$ cat src/rtl/pwm_sysid_timeout.sv
// pwm_sysid_timeout: stall counter that flags a read stalled for TIMEOUT_CYCLES cycles
module pwm_sysid_timeout #(
  parameter int TIMEOUT_CYCLES = 255
) (
  input  logic clock,
  input  logic reset,
  input  logic clear,
  input  logic enable,
  output logic expired
);
  localparam int CW = $clog2(TIMEOUT_CYCLES + 1);
  localparam logic [CW-1:0] TMAX = CW'(TIMEOUT_CYCLES);
  logic [CW-1:0] cnt_q, cnt_d;
  assign expired = cnt_q == TMAX;
  assign cnt_d = clear ? '0 : (enable && !expired) ? cnt_q + 1'b1 : cnt_q;
  // count stalled cycles, saturating at the limit until the next clear
  always_ff @(posedge clock) begin
    if (reset) cnt_q <= '0;
    else cnt_q <= cnt_d;
  end
endmodule

$ cat config.mk
export PLATFORM = sky130hd
export DESIGN_NAME = pwm_sysid_timeout
export DESIGN_NICKNAME = d
export VERILOG_FILES = /design/src/rtl/pwm_sysid_timeout.sv
export SDC_FILE = /design/constraint.sdc
export NUM_CORES = 1
export LEC_CHECK = 0
export CAP_MARGIN = 0
export CELL_PAD_IN_SITES_DETAIL_PLACEMENT = 2
export CELL_PAD_IN_SITES_GLOBAL_PLACEMENT = 2
export CORE_AREA = 4 4 41 43
export DETAILED_ROUTE_END_ITERATION = 10
export DIE_AREA = 0 0 45 47
export DONT_BUFFER_PORTS = 1
export GPL_ROUTABILITY_DRIVEN = 0
export PLACE_DENSITY_LB_ADDON = 0.1
export SLEW_MARGIN = 20
export SYNTH_ARGS = -nofsm -noshare
export SYNTH_HDL_FRONTEND = slang
export SYNTH_SLANG_ARGS = --single-unit
$ cat constraint.sdc
create_clock -name clock -period 2.9 [get_ports clock]
set_clock_uncertainty 0.05 [all_clocks]
set_input_delay 0.435 -clock clock [delete_from_list [all_inputs] [get_ports clock]]
set_output_delay 0.435 -clock clock [all_outputs]
set_load 0.01 [all_outputs]
==> qor.csv <==
metric;value;unit
status;finished clean;
cts-root-buf;clkbuf_4;
top_register;cnt_q;
ys_top_cells_by_area;dfxtp_1, mux2i_1, nand2_1;
maxCapViolations;0;
top_layer;met4;
antenna_found_initial;0;
critical_path_arrival;1.36;ns
syn_avg_cell_area;9.45;um2
critical_path.endpoint_type;primary output;
critPathRequiredTime;2.41;ns
final_util;35.9;%
seq_area;160;um2
htree_levels;1;
yosysWarnings;0;
fp.dieW;45;um
seq_area_frac_synth;37.6;%
ant_nets;0;
path_max_fanout;5;
synth_nets;50;
fin_tns_setup;0;ns
met3_length;66;um
synth_top_area_share;37.6;%
dieArea;2120;um2
final_common_cell;dfxtp_1;
track_usage;12.9;%
drcViolationCount;0;
clk_latency;0.26;ns
r2r-end;cnt_q[3];
vias;375;
fin_crit;1.84;ns
wl_met1;512;um
ctsHoldBuffers;0;
io_pins;5;
tightest_slew;0.474;ns
rsz0062_at_grt;no;
drtIter0Drc;4;
worstRegToRegCells;4;
initial_core_util;32.7;%
synth_cell_types;27;
synth-seq-cells;8;
setup_violations;0;
yosys.area.top_type;dfxtp_1;
fin_crit_sh;63.6;%
numCtsBuffers;3;
cts.sinks;8;
max-vdd-ir-drop;249;uV
grt_pass1_vias;389;
multiInputGateArea;262;um2
ys.flop_type;dfxtp_1;
drive_gt1_share;16.7;%
cts_buffer_depth;2;
reg2reg_slack;1.44;ns
fmax;542;MHz
post_cts_buffers;0;
p_leak;0.168;nW
core_area;1300;um2
grt_pass1_wl;1.93;mm
relSlewSlack;68.3;%
cts_resized;0;
detailedRoute.firstPassIterationCount;3;
drv_slew;0;
syn_to_final_growth;9.71;%
die_h;47;um
rows;13;
viasPerCell;5.95;
start_kind;flop;
io_buffers;0;
cts_tree;built;
place_hpwl;806;um
drt-total-wl;1.08;mm
synth_edf_count;0;
n_antenna_cell;0;
fin_nets;55;
holdPathStages;1;
clk_transition_reported_paths;0.07;ns
hold_start;reset;
hold_viol_final;0;
top_regs;cnt_q x8;
netlist_instances;45;
dr_wl_met2;493;um
wire_per_inst;17.1;um
hold_end;cnt_q[3];
grt_max_degree;9;
layout_common_cells;dfxtp_1, nand2_1, mux2i_1, clkbuf_4;
timing.rr.start;cnt_q[0];
syn-cell-area;425;um2
worstSetupPathType;reg -> out;
hp-class;in -> reg;
fillers;153;
ys_async_sr_fraction;0;%
power.density;446;nW/um2
grt-ovfl-total;0;
largest_reg_flops;8;
-- worst max-delay path, cell delays in order (launching register included) --
cell     delay (ns)
dfxtp_1        0.39
ha_1           0.24
and4_4         0.28
and2_1         0.18
-- worst max-delay path by stage --
stage	slack, ns	to	from	depth (start not counted)
floorplan	1.45	expired	cnt_q[0]	3
global placement	1.41	expired	cnt_q[0]	3
detailed placement	1.34	expired	cnt_q[0]	3
CTS	1.05	expired	cnt_q[0]	3
global route	0.98	expired	cnt_q[0]	3
finish	1.06	expired	cnt_q[0]	3
-- cell families (layout without fill, tap and decap cells) --
kind of cell	Yosys count	in the layout	share of synthesized area (%)
AND/OR/NAND/NOR	21	21	30.3
AO/OA/AOI/OAI	11	11	21.2
flip-flops	8	8	37.6
multiplexers	3	3	7.06
adder cells (fa/ha/maj)	1	1	2.94
buffers and inverters	1	4	0.882
-- per-stage QoR --
step | setup WS (ns) | cells | power, mW | cell area, um2 | hold WS [ns]
finish | 1.06 | 63 | 0.208 | 467 | 0.178
global route | 0.985 | 63 | 0.222 | 467 | 0.163
floorplan | 1.45 | 45 | 0.119 | 425 | 0.413
CTS | 1.05 | 63 | 0.212 | 467 | 0.175
global placement | 1.41 | 60 | 0.120 | 444 | 0.423
detailed placement | 1.34 | 60 | 0.121 | 444 | 0.457
-- area by class of cell --
| cell class | count | area share (%) |
|---|---|---|
| clock buffer | 3 | 4.83 |
| multi-input combinational | 36 | 56.0 |
| tap | 15 | 4.02 |
| inverter | 1 | 0.804 |
| sequential | 8 | 34.3 |
-- where the power goes --
| part | switching [mW] | internal, mW |
|---|---|---|
| clock | 0.0426 | 0.0476 |
| sequential | 0.00110 | 0.111 |
| combinational | 0.00335 | 0.00276 |
| total | 0.0471 | 0.161 |
-- layer usage --
| metal | GRT usage (%) | vias up |
|---|---|---|
| li1 | - | 182 |
| met1 | 17.2 | 183 |
| met2 | 17.8 | 8 |
| met3 | 7.66 | 2 |
| met4 | 2.92 | 0 |
| met5 | 0 | - |
-- Yosys cell counts, types with 2 or more instances --
| cell type | count |
|---|---|
| dfxtp_1 | 8 |
| nand2_1 | 5 |
| mux2i_1 | 3 |
| a21oi_1 | 2 |
| and3_1 | 2 |
| nand4_1 | 2 |
| nor2b_1 | 2 |
| or3_1 | 2 |
Note: power is estimated with default switching activity, not from simulation.
